`src/rtl/decode_queued_pkg.sv`:
```
// ============================================================================
// decode_queued_pkg
//   RV32I base opcodes, the canonical NOP and the immediate-format
//   classifier shared by the queued decode stage, decode-2 and the bench.
// Revision: 1.0
// ============================================================================
`default_nettype none

package decode_queued_pkg;

  localparam logic [6:0] OPC_LUI      = 7'b0110111;
  localparam logic [6:0] OPC_AUIPC    = 7'b0010111;
  localparam logic [6:0] OPC_JAL      = 7'b1101111;
  localparam logic [6:0] OPC_JALR     = 7'b1100111;
  localparam logic [6:0] OPC_BRANCH   = 7'b1100011;
  localparam logic [6:0] OPC_LOAD     = 7'b0000011;
  localparam logic [6:0] OPC_STORE    = 7'b0100011;
  localparam logic [6:0] OPC_OP_IMM   = 7'b0010011;
  localparam logic [6:0] OPC_OP       = 7'b0110011;
  localparam logic [6:0] OPC_MISC_MEM = 7'b0001111;
  localparam logic [6:0] OPC_SYSTEM   = 7'b1110011;

  // addi x0, x0, 0 -- what the stage presents while the queue is empty
  localparam logic [31:0] INST_NOP = 32'h0000_0013;

  typedef enum logic [2:0] {
    FMT_R,
    FMT_I,
    FMT_S,
    FMT_B,
    FMT_U,
    FMT_J,
    FMT_BAD
  } imm_fmt_e;

  // Map a 7-bit opcode to its immediate format; anything outside RV32I is FMT_BAD
  function automatic imm_fmt_e opcode_fmt(input logic [6:0] opc);
    imm_fmt_e fmt;
    case (opc)
      OPC_OP:                                           fmt = FMT_R;
      OPC_LOAD, OPC_OP_IMM, OPC_JALR,
      OPC_MISC_MEM, OPC_SYSTEM:                         fmt = FMT_I;
      OPC_STORE:                                        fmt = FMT_S;
      OPC_BRANCH:                                       fmt = FMT_B;
      OPC_LUI, OPC_AUIPC:                               fmt = FMT_U;
      OPC_JAL:                                          fmt = FMT_J;
      default:                                          fmt = FMT_BAD;
    endcase
    return fmt;
  endfunction

endpackage

`default_nettype wire

```
`src/rtl/decode_queued_inst_fifo.sv`:
```
// ============================================================================
// inst_fifo
//   DEPTH-entry FIFO for {pc, instruction} pairs. Pointers carry one extra
//   wrap bit so full and empty are told apart without a separate counter.
//   Storage is left unreset; only the pointers are cleared.
// Revision: 1.0
// ============================================================================
`default_nettype none

module inst_fifo #(
  parameter int DEPTH = 4,
  parameter int WIDTH = 64
) (
  input  logic                     clk,
  input  logic                     rst,
  input  logic                     flush_i,
  input  logic                     push_i,
  input  logic                     pop_i,
  input  logic [WIDTH-1:0]         wdata_i,
  output logic [WIDTH-1:0]         rdata_o,
  output logic                     full_o,
  output logic                     empty_o,
  output logic [$clog2(DEPTH):0]   count_o
);

  localparam int AW = $clog2(DEPTH);
  localparam logic [AW:0] PTR_ONE = {{AW{1'b0}}, 1'b1};

  logic [AW:0]      wr_ptr_q, wr_ptr_d;
  logic [AW:0]      rd_ptr_q, rd_ptr_d;
  logic [WIDTH-1:0] mem_q [DEPTH];

  // Next pointer values: flush wins, otherwise advance on push/pop
  always_comb begin
    wr_ptr_d = wr_ptr_q;
    rd_ptr_d = rd_ptr_q;
    if (flush_i) begin
      wr_ptr_d = '0;
      rd_ptr_d = '0;
    end else begin
      if (push_i) wr_ptr_d = wr_ptr_q + PTR_ONE;
      if (pop_i)  rd_ptr_d = rd_ptr_q + PTR_ONE;
    end
  end

  // Pointer registers, cleared asynchronously
  always_ff @(posedge clk or posedge rst) begin
    if (rst) begin
      wr_ptr_q <= '0;
      rd_ptr_q <= '0;
    end else begin
      wr_ptr_q <= wr_ptr_d;
      rd_ptr_q <= rd_ptr_d;
    end
  end

  // Entry storage; written only on an accepted push
  always_ff @(posedge clk) begin
    if (push_i) mem_q[wr_ptr_q[AW-1:0]] <= wdata_i;
  end

  assign rdata_o = mem_q[rd_ptr_q[AW-1:0]];
  assign empty_o = (wr_ptr_q == rd_ptr_q);
  assign full_o  = (wr_ptr_q[AW] != rd_ptr_q[AW]) &&
                   (wr_ptr_q[AW-1:0] == rd_ptr_q[AW-1:0]);
  assign count_o = wr_ptr_q - rd_ptr_q;

endmodule

`default_nettype wire

```
`src/rtl/decode_queued.sv`:
```
// ============================================================================
// decode_queued
//   Queued RV32I decode stage between fetch and decode-2. Buffers fetched
//   instructions, presents the head entry as decoded fields and flags
//   non-RV32I opcodes. An empty queue presents PC 0 and a NOP.
// Revision: 1.0
// ============================================================================
`default_nettype none

module decode_queued
  import decode_queued_pkg::*;
#(
  parameter int DEPTH        = 4,
  parameter int XLEN         = 32,
  parameter int IMM_SIGN_EXT = 1
) (
  input  logic                     CLK,
  input  logic                     RST,
  input  logic                     FLUSH,
  input  logic                     STALL,
  input  logic                     INST_VALID,
  output logic                     INST_READY,
  input  logic [XLEN-1:0]          INST_PC,
  input  logic [31:0]              INST_DATA,
  output logic                     DECODE_VALID,
  output logic [XLEN-1:0]          DECODE_PC,
  output logic [6:0]               DECODE_OPCODE,
  output logic [4:0]               DECODE_RD,
  output logic [4:0]               DECODE_RS1,
  output logic [4:0]               DECODE_RS2,
  output logic [2:0]               DECODE_FUNCT3,
  output logic [6:0]               DECODE_FUNCT7,
  output logic [XLEN-1:0]          DECODE_IMM,
  output logic                     DECODE_ILLEGAL,
  output logic [$clog2(DEPTH):0]   QUEUE_LEVEL
);

  localparam int WIDTH = XLEN + 32;

  logic             w_push;
  logic             w_pop;
  logic             w_full;
  logic             w_empty;
  logic [WIDTH-1:0] w_head;
  logic [31:0]      w_inst;
  imm_fmt_e         w_fmt;
  logic [31:0]      w_imm_z;
  logic [31:0]      w_imm_s;

  // Ready comes straight from the registered full flag, never from STALL
  assign INST_READY   = ~w_full;
  assign DECODE_VALID = ~w_empty;
  assign w_push       = INST_VALID & ~w_full & ~FLUSH;
  assign w_pop        = ~w_empty & ~STALL & ~FLUSH;

  inst_fifo #(
    .DEPTH (DEPTH),
    .WIDTH (WIDTH)
  ) u_fifo (
    .clk     (CLK),
    .rst     (RST),
    .flush_i (FLUSH),
    .push_i  (w_push),
    .pop_i   (w_pop),
    .wdata_i ({INST_PC, INST_DATA}),
    .rdata_o (w_head),
    .full_o  (w_full),
    .empty_o (w_empty),
    .count_o (QUEUE_LEVEL)
  );

  // Substitute PC 0 / NOP for the stale storage word while empty
  always_comb begin
    w_inst    = INST_NOP;
    DECODE_PC = '0;
    if (!w_empty) begin
      w_inst    = w_head[31:0];
      DECODE_PC = w_head[WIDTH-1:32];
    end
  end

  assign DECODE_OPCODE = w_inst[6:0];
  assign DECODE_RD     = w_inst[11:7];
  assign DECODE_RS1    = w_inst[19:15];
  assign DECODE_RS2    = w_inst[24:20];
  assign DECODE_FUNCT3 = w_inst[14:12];
  assign DECODE_FUNCT7 = w_inst[31:25];

  // Assemble the immediate field both zero- and sign-extended to 32 bits
  always_comb begin
    w_fmt   = opcode_fmt(w_inst[6:0]);
    w_imm_z = '0;
    w_imm_s = '0;
    case (w_fmt)
      FMT_I: begin
        w_imm_z = {20'b0, w_inst[31:20]};
        w_imm_s = {{20{w_inst[31]}}, w_inst[31:20]};
      end
      FMT_S: begin
        w_imm_z = {20'b0, w_inst[31:25], w_inst[11:7]};
        w_imm_s = {{20{w_inst[31]}}, w_inst[31:25], w_inst[11:7]};
      end
      FMT_B: begin
        w_imm_z = {19'b0, w_inst[31], w_inst[7], w_inst[30:25], w_inst[11:8], 1'b0};
        w_imm_s = {{19{w_inst[31]}}, w_inst[31], w_inst[7], w_inst[30:25],
                   w_inst[11:8], 1'b0};
      end
      FMT_U: begin
        w_imm_z = {w_inst[31:12], 12'b0};
        w_imm_s = {w_inst[31:12], 12'b0};
      end
      FMT_J: begin
        w_imm_z = {11'b0, w_inst[31], w_inst[19:12], w_inst[20], w_inst[30:21], 1'b0};
        w_imm_s = {{11{w_inst[31]}}, w_inst[31], w_inst[19:12], w_inst[20],
                   w_inst[30:21], 1'b0};
      end
      default: begin
        w_imm_z = '0;
        w_imm_s = '0;
      end
    endcase
  end

  // Pick the extension mode; unknown opcodes give 0 (sign) or all ones (legacy)
  always_comb begin
    DECODE_ILLEGAL = (w_fmt == FMT_BAD) || (w_inst[1:0] != 2'b11);
    if (IMM_SIGN_EXT != 0) begin
      DECODE_IMM = (w_fmt == FMT_BAD) ? '0 : XLEN'($signed(w_imm_s));
    end else begin
      DECODE_IMM = (w_fmt == FMT_BAD) ? '1 : XLEN'(w_imm_z);
    end
  end

endmodule

`default_nettype wire
```
`config.mk`:
```
export PLATFORM = sky130hd
export DESIGN_NAME = decode_queued
export DESIGN_NICKNAME = d
export VERILOG_FILES = /design/src/rtl/decode_queued_pkg.sv /design/src/rtl/decode_queued_inst_fifo.sv /design/src/rtl/decode_queued.sv
export SDC_FILE = /design/constraint.sdc
export NUM_CORES = 1
export LEC_CHECK = 0
export BUFFER_PORTS_ARGS = -buffer_cell sky130_fd_sc_hd__buf_2
export CORE_MARGIN = 2
export CORE_UTILIZATION = 61
export DETAILED_ROUTE_END_ITERATION = 16
export GPL_TIMING_DRIVEN = 0
export PLACE_DENSITY = 0.85
export SYNTH_ARGS = -nofsm -noshare
export SYNTH_HDL_FRONTEND = slang
export SYNTH_SLANG_ARGS = --single-unit
```
`constraint.sdc`:
```
create_clock -name CLK -period 7.9 [get_ports CLK]
set_input_delay 1.975 -clock CLK [delete_from_list [all_inputs] [get_ports CLK]]
set_output_delay 1.975 -clock CLK [all_outputs]
set_load 0.02 [all_outputs]
```
# After elaboration in Yosys (flattened, before gate mapping)
# Memories as Yosys holds them, arrays and structs flattened.
# Index checks and enable logic that the tools add are counted.
# op_classes
addsub	3
eq_ne	21
mux	11
bitwise	8
reduce_logical	6
# op_table
cell	n
$pmux 32 s5	1
$mux 32	3
$eq 7x7->1 const B	4
$eq 7x6->1 const B	3
$pmux 3 s6	1
$eq 7x5->1 const B	2
$mux 3	4
$eq 3x3->1 const B	3
$eq 7x2->1 const B	1
$eq 7x4->1 const B	1
$add 3x1->3 const B	2
$eq 3x2->1 const B	2
$reduce_or 5->1	1
$and 1x1->1	4
$not 1->1	4
$reduce_bool 2->1	2
$eq 3x1->1 const B	1
$eq 3x3->1	1
$sub 3x3->3	1
$eq 2x2->1	1
$mux 1	2
$ne 2x2->1 const B	1
$reduce_or 2->1	1
$logic_and 1x1->1	1
2 further kinds	2
# word_totals
ff_bits	6
ramBits	256
inputBits	69
out_inout_bits	102
elab_cells	52
memories	1
# memory_table
name	words	width	rd	rd_clocked_by_memory_dff	write_ports	line	rtl
u_fifo.mem_q	4	64	1	0	1	decode_queued_inst_fifo.sv:31	logic [WIDTH-1:0] mem_q [DEPTH];

# Depth between registers and ports, before layout
# Gate-level depths: netlist of run 1.
# depth
word_depth	8
depth_mapped	17
mapped_depth_nobuf	12

# Cells and area by module
# From an unflattened synthesis of run 1, not the netlist that was laid out.
# unflattened
cells_unflattened	568
area_unflattened_um2	10892.9
# by_module_without_submodules
module	instances	cells_each	area_per_inst_um2	seq_area_each_um2
inst_fifo	1	378	9690.5	7837.5
decode_queued	1	190	1202.4	0.0

# Worst setup path before layout of run 1
# Ideal clock, no wire load.
# synth_path
kind	reg2out
from	register u_fifo.rd_ptr_q[1]
to	output DECODE_IMM[20]
arrival_time_ns	3.762
setup_slack_ns	2.163
path_stages_with_launch	17
path_cell_list	dfrtp_1 buf_2 buf_1 buf_1 inv_1 ha_1 nand2_1 o21ai_0 nor3_1 o21a_1 clkbuf_1 inv_1 ha_1 o31a_1 o221ai_4 nand3_2 o21ai_0
# synth_between
elab_chain_cells	8
elab_cells_between_ends	25
cone_classes	eq/ne (18); mux (4); reduce/logical (2); memory (1)
# synth_lines
item	line	rtl
start: declaration	decode_queued_inst_fifo.sv:30	logic [AW:0] rd_ptr_q, rd_ptr_d;
start signal: assignment	decode_queued_inst_fifo.sv:53	rd_ptr_q <= rd_ptr_d;
$mem_v2 4x64 / $eq 3x3->1 (equally long branches)	--	
$mux 32 *	decode_queued.sv:76	if (!w_empty) begin
$eq 7x2->1, or another cell as far along	decode_queued_pkg.sv:39	case (opc)
$reduce_or 5->1 / $reduce_or 2->1 (equally long branches)	decode_queued_pkg.sv:39	
$pmux 3 s6	decode_queued_pkg.sv:39	
$eq 3x3->1, or another cell as far along	--	
$pmux 32 s5	decode_queued.sv:94	case (w_fmt)
$mux 32 *	decode_queued.sv:128	DECODE_IMM = (w_fmt == FMT_BAD) ? '0 : XLEN'($signed(w_imm_s));
end: declaration	decode_queued.sv:33	output logic [XLEN-1:0] DECODE_IMM,
# Every way passes the cells marked *; elsewhere a longest branch is shown, timed or not.

# Worst setup path after layout of run 1
# layout_path
from	register u_fifo.rd_ptr_q[1]
to	output DECODE_IMM[9]
# Same word-level chain as after synthesis.

==> flow_summary.json, run 1 <==
{
  "pin_count": 171,
  "layout-drive-gt1-share": 0.4056,
  "hpwl_mm": 15.01,
  "via_count": 6004,
  "worstPathCellList": "buf_2, buf_1, inv_1, ha_1, nand2_1, o21ai_0, nor3_1, o21a_1, clkbuf_1, inv_1, ha_1, o31a_1, o221ai_4, o21ai_1, nor2_1, buf_2",
  "place_ws_ns": 0.8816,
  "path_delay_family": "buffers and inverters",
  "fin_setup_tns_ns": 0,
  "period_needed_ns": 7.220,
  "hold_path.class": "register to register",
  "cp_data_required_time_ns": 5.93,
  "chipWidth_um": 136.5,
  "cts_tree": "done",
  "fin_crit_sh": 0.9139,
  "cts.sinks": 262,
  "power_per_cell_area_nw_per_um2": 302.6,
  "finalHoldViolations": 0,
  "route.met3.wl_mm": 1.763,
  "finClkSkew_ns": 0.005738,
  "fin_nets": 843,
  "cts_max_level": 1,
  "yosysSeqAreaShare": 0.7313,
  "port_buffers": 170,
  "cts_setup_buffers": 0,
  "synthFlopType": "edfxtp_1",
  "slew_viol_final": 0,
  "ir_drop_v": 0.0002120,
  "crit_type": "register to primary output",
  "final.setup.worst_slack_ns": 0.6805,
  "grt-ovfl-total": 0,
  "ys_top_cells_by_area": "edfxtp_1 72%, mux4_2 13%, and2_1 3.2%, dfrtp_1 1.4%, o21ai_2 0.98%",
  "gp_congestion": 0.8321,
  "grt_pass1_vias": 6338,
  "tightest_slew_ns": 0.6703,
  "yosysUniqueCellTypes": 43,
  "area_growth_pct": 19.61,
  "ys_async_sr_fraction": 0.02290,
  "routed.top_layer": "met5",
  "chipHeight_um": 136.5,
  "rsz0062_at_grt": "no",
  "drt_wl_total_mm": 22.52,
  "critPathLaunchType": "register",
  "num_rows": 48,
  "syn-instance-count": 564,
  "status": "completed",
  "ys.warnings.count": 0,
  "die_area_um2": 18640,
  "leakagePower_nw": 4.668,
  "viasPerCell": 5.939,
  "netlist_top_cells_count": "256 x edfxtp_1, 64 x mux4_2, 55 x and2_1",
  "synth_nets": 642,
  "initial_utilization": 0.6217,
  "grt_max_degree": 39,
  "grt_util_all_layers": 0.2430,
  "yosysMostFrequentCell": "edfxtp_1",
  "relSlewSlack": 0.5531,
  "cts_resized": 0,
  "grt_pass1_wl_mm": 33.93,
  "cpPeakStageDelay_ns": 0.55,
  "drcViolationCount": 0,
  "path_clk_slew_ns": 0.06,
  "endpoint_kind": "primary output",
  "cp_slowest_cell": "buf_1",
  "wl_met1_mm": 8.494,
  "synth_top_area_frac": 0.7173,
  "clk_latency_ns": 0.52,
  "synth_top_area_cell": "edfxtp_1",
  "drt_pass1_iterations": 7,
  "synth_edf_count": 256,
  "maxCapViolCount": 0,
  "cts_hold_buf": 0,
  "fin_cells": 1011,
  "fmax_mhz": 138.5,
  "route.met2.wl_mm": 11.80,
  "ant_nets": 0,
  "path_buf_inv": 6,
  "wl_per_cell_um": 22.27,
  "setup_violations": 0,
  "core_um2": 17240,
  "placed_cells": 963,
  "cts-root-buf": "clkbuf_16",
  "grt_antenna_before_repair": 4,
  "critPathArrivalTime_ns": 5.24,
  "syn_area_um2": 10720,
  "cts_made_buffers": 26,
  "drtIter0Drc": 450,
  "syn_area_per_cell_um2": 19.00,
  "crit_fanout": 19,
  "cts_buffer_depth": 3,
  "synth_seq_cells": 262
}
## worst min-delay path, stage by stage (launching register included)
cell     delay, ns
dfrtp_1       0.39
xor2_1        0.09
nor2_1        0.10
## stage by stage
stage	hold slack, ns	total power, mW	cell area (µm²)	utilization
floorplan	0.5234	2.329	10720	-
global placement	0.5414	2.636	11850	0.6874
detailed placement	0.5955	2.671	11950	0.6931
CTS	0.6132	3.895	12820	0.7436
global route	0.6485	4.021	12810	0.7434
finish	0.6226	3.879	12820	0.7437
## final timing paths
| path | start | endpoint | slack (ns) | cells past startpoint |
|---|---|---|---|---|
| worst max-delay path | u_fifo.rd_ptr_q[1] | DECODE_IMM[9] | 0.68 | 16 |
| worst min-delay path | u_fifo.rd_ptr_q[2] | u_fifo.rd_ptr_q[2] | 0.62 | 2 |
| worst max register to register | u_fifo.rd_ptr_q[1] | u_fifo.mem_q[1][56] | 4.16 | 9 |
| worst min register to register | u_fifo.rd_ptr_q[2] | u_fifo.rd_ptr_q[2] | 0.62 | 2 |
| max in group asynchronous | RST | u_fifo.rd_ptr_q[1] | 6.34 | 2 |
| min in group asynchronous | RST | u_fifo.wr_ptr_q[0] | 1.37 | 2 |
## layout by cell type, fill, tap and decap left out, types with 3 or more instances in the layout
cell type | synthesis | layout
a21oi_1 | 12 | 12
a22oi_1 | 5 | 5
and2_1 | 55 | 51
and2_4 | 0 | 4
buf_12 | 0 | 3
buf_2 | 9 | 179
buf_6 | 3 | 3
bufinv_16 | 0 | 4
clkbuf_1 | 11 | 11
clkbuf_16 | 0 | 27
clkinv_1 | 1 | 8
clkinv_2 | 0 | 8
dfrtp_1 | 6 | 6
edfxtp_1 | 256 | 256
ha_1 | 8 | 8
inv_1 | 21 | 21
mux4_2 | 64 | 64
nand2_1 | 21 | 21
nand3_1 | 11 | 11
nor2_1 | 27 | 27
o21ai_0 | 3 | 3
o21ai_2 | 12 | 12
or2_2 | 4 | 4
xor2_1 | 5 | 5
## flip-flops by register name, summed over array words and instances (netlist names)
signal	flops
u_fifo.rd_ptr_q	3
u_fifo.mem_q	256
u_fifo.wr_ptr_q	3
## cells by family after synthesis
group           count (synthesis)  synth area share
flops                         262            0.7313
buf+inv                        47           0.01961
compound gates                 47           0.03421
simple gates                  128           0.06340
xor+xnor                        7          0.005721
fa+ha+maj                       9           0.01121
mux                            64            0.1345
## layout make-up
cell class / instances / area, µm²
Sequential cell: 262 / 7838
Fill cell: 993 / 4418
Multi-Input combinational cell: 255 / 2679
Timing Repair Buffer: 174 / 938.4
Clock buffer: 27 / 675.6
Tap cell: 225 / 281.5
Clock inverter: 20 / 195.2
Buffer: 24 / 123.9
Inverter: 22 / 82.58
Antenna cell: 2 / 5.005
## metal layers
layer	vias up	GRT usage
met4	4	0.06771
met3	50	0.05519
li1	2641	-
met2	264	0.4256
met5	-	0
met1	3045	0.3081
## power by group
| part | internal (mW) | leakage, nW | switching (mW) |
|---|---|---|---|
| Clock | 0.747 | 0.436 | 0.484 |
| Combinational | 0.390 | 1.83 | 0.675 |
| Sequential | 1.57 | 2.41 | 0.0137 |
Power figures use the tool's default switching activity.
==> run 2: changes to the inputs <==
--- a/config.mk
+++ b/config.mk
@@ -9,7 +9,6 @@
 export CORE_MARGIN = 2
 export CORE_UTILIZATION = 61
 export DETAILED_ROUTE_END_ITERATION = 16
-export GPL_TIMING_DRIVEN = 0
 export PLACE_DENSITY = 0.85
 export SYNTH_ARGS = -nofsm -noshare
 export SYNTH_HDL_FRONTEND = slang
==> run 2 against run 1 <==
  * Maximum frequency grew 8.9%
  * Register-to-register slack gained 0.37 ns
  * Core utilization shrank 1.2 points
  * Combinational power shrank 7%
  * Global-route usage grew 0.21 points
  * First-iteration DRC count grew 9.3%
  * Critical path depth shrank 3
  * Final area shrank 1.6%
  * Worst setup slack gained 0.59 ns
  * Clock power shrank 3%
  * Cell count shrank 2.1%
  * Critical path type unchanged
  * Clock-buffer cell count shrank 1
==> flow_summary.json, run 2 (same netlist as run 1, synthesis figures left out) <==
{
  "total_power_mw": 3.810,
  "largest_register_ffs": 256,
  "rsz0062_at_grt": "no",
  "cts_resized": 0,
  "drcViolationCount": 0,
  "crit_fanout": 68,
  "pin_count": 171,
  "core_um2": 17240,
  "relSlewSlack": 0.3191,
  "cts-root-buf": "clkbuf_16",
  "drt_pass1_iterations": 5,
  "chipHeight_um": 136.5,
  "internal_power_mw": 2.653,
  "critPathLaunchType": "register",
  "period_needed_ns": 6.628,
  "maxCapViolCount": 0,
  "wl_per_cell_um": 22.41,
  "grt_pass1_wl_mm": 34.15,
  "gp_congestion": 0.8806,
  "sw_frac_of_total": 0.3037,
  "cp_slowest_cell": "dfrtp_4",
  "cts_made_buffers": 25,
  "grt-ovfl-total": 0,
  "final_common_cell": "edfxtp_1",
  "die_area_um2": 18640,
  "ir_drop_v": 0.0002227,
  "cts_setup_buffers": 0,
  "worstPathCellList": "inv_1, ha_1, nand2_1, o21ai_0, nor3_1, o21a_1, inv_1, ha_1, o31a_1, o221ai_4, nand3_2, o21ai_2, buf_2",
  "leakagePower_nw": 4.545,
  "endpoint_kind": "primary output",
  "via_count": 5892,
  "viasPerCell": 5.952,
  "hold_depth": 2,
  "cts_buffer_depth": 3,
  "drtIter0Drc": 492,
  "power_per_cell_area_nw_per_um2": 302.0,
  "area_growth_pct": 17.70,
  "fin_crit_sh": 0.8390,
  "port_buffers": 170,
  "initial_utilization": 0.6217,
  "power_frac_seq": 0.429,
  "ant_nets": 0,
  "finClkSkew_ns": 0.01386,
  "status": "completed",
  "combPwrFrac": 0.258,
  "finalHoldViolations": 0,
  "hpwl_mm": 13.02,
  "most-common-layout-cells": "256 x edfxtp_1, 170 x buf_2, 64 x mux4_2",
  "grt_antenna_before_repair": 7,
  "crit_type": "register to primary output",
  "cp_data_required_time_ns": 5.93,
  "grt_util_all_layers": 0.2450,
  "hold_path.class": "register to register",
  "cts.sinks": 262,
  "critPathArrivalTime_ns": 4.65,
  "grt_max_degree": 69,
  "fin_nets": 818,
  "netSwitchingPower_mw": 1.157,
  "cts_hold_buf": 0,
  "num_rows": 48,
  "clk_latency_ns": 0.52,
  "cpPeakStageDelay_ns": 1.08,
  "setup_violations": 0,
  "fin_setup_tns_ns": 0,
  "layout-drive-gt1-share": 0.4050,
  "path_clk_slew_ns": 0.06,
  "tightest_slew_ns": 1.021,
  "fmax_mhz": 150.9,
  "cts_max_level": 1,
  "p_clk_frac": 0.313,
  "cts_tree": "done",
  "drt_wl_total_mm": 22.18,
  "slew_viol_final": 0,
  "grt_pass1_vias": 6228,
  "chipWidth_um": 136.5,
  "reg2reg_depth": 6
}
[run 2: changes by cell type in the layout (fill, tap and decap cells not counted), moves of 3 or more]
| cell | delta |
|---|---|
| buf_2 | -9 |
| clkbuf_1 | -10 |
| buf_4 | +4 |
| buf_6 | -3 |
| buf_12 | -3 |
| diode_2 | +5 |
[run 2: layout make-up]
| cell class | instances | area, µm² |
|---|---|---|
| sequential | 262 | 7845 |
| fill | 993 | 4623 |
| multi-input combinational | 255 | 2679 |
| timing repair buffer | 174 | 880.8 |
| clock buffer | 26 | 629.4 |
| tap | 225 | 281.5 |
| clock inverter | 19 | 197.7 |
| inverter | 22 | 82.58 |
| antenna | 7 | 17.52 |
[run 2: worst paths after layout]
check	from	endpoint	slack, ns
setup / recovery	u_fifo.rd_ptr_q[1]	DECODE_IMM[27]	1.27
hold / removal	u_fifo.wr_ptr_q[2]	u_fifo.wr_ptr_q[2]	0.57
setup reg to reg	u_fifo.rd_ptr_q[1]	u_fifo.mem_q[3][51]	4.53
hold reg to reg	u_fifo.wr_ptr_q[2]	u_fifo.wr_ptr_q[2]	0.57
max in group asynchronous	RST	u_fifo.rd_ptr_q[0]	6.29
min in group asynchronous	RST	u_fifo.wr_ptr_q[0]	1.38
[run 2: per-layer routing]
| layer | global-route usage | wire length [µm] |
|---|---|---|
| met1 | 0.3240 | 8720 |
| met2 | 0.4117 | 11330 |
| met3 | 0.05407 | 1666 |
| met4 | 0.07928 | 461 |
| met5 | 0 | 8 |
[run 2: power by group through the flow]
stage | sequential, mW | combinational, mW | clock, mW
global route | 1.64 | 1.05 | 1.26
global placement | 1.66 | 0.958 | 0
CTS | 1.64 | 0.986 | 1.21
floorplan | 1.61 | 0.720 | 0
finish | 1.63 | 0.985 | 1.19
detailed placement | 1.66 | 0.975 | 0
[run 2: critical path: cells and delay by family (launching register included)]
| family | cells | cell delay (ns) |
|---|---|---|
| buffers and inverters | 3 | 0.42 |
| flip-flops | 1 | 1.08 |
| AO/OA/AOI/OAI | 5 | 1.27 |
| AND/OR/NAND/NOR | 3 | 0.79 |
| adder cells (fa/ha/maj) | 2 | 0.57 |
[run 2: through the flow]
step | cells | setup WS (ns) | hold slack [ns] | utilization | area [µm²]
2_1_floorplan | 564 | 2.163 | 0.5234 | - | 10720
3_3_place_gp | 938 | 2.045 | 0.5425 | 0.6828 | 11770
3_5_place_dp | 938 | 1.842 | 0.5610 | 0.6828 | 11770
4_1_cts | 983 | 1.285 | 0.5780 | 0.7308 | 12600
5_1_grt | 986 | 0.9095 | 0.6290 | 0.7312 | 12600
6_report | 990 | 1.272 | 0.5722 | 0.7318 | 12610
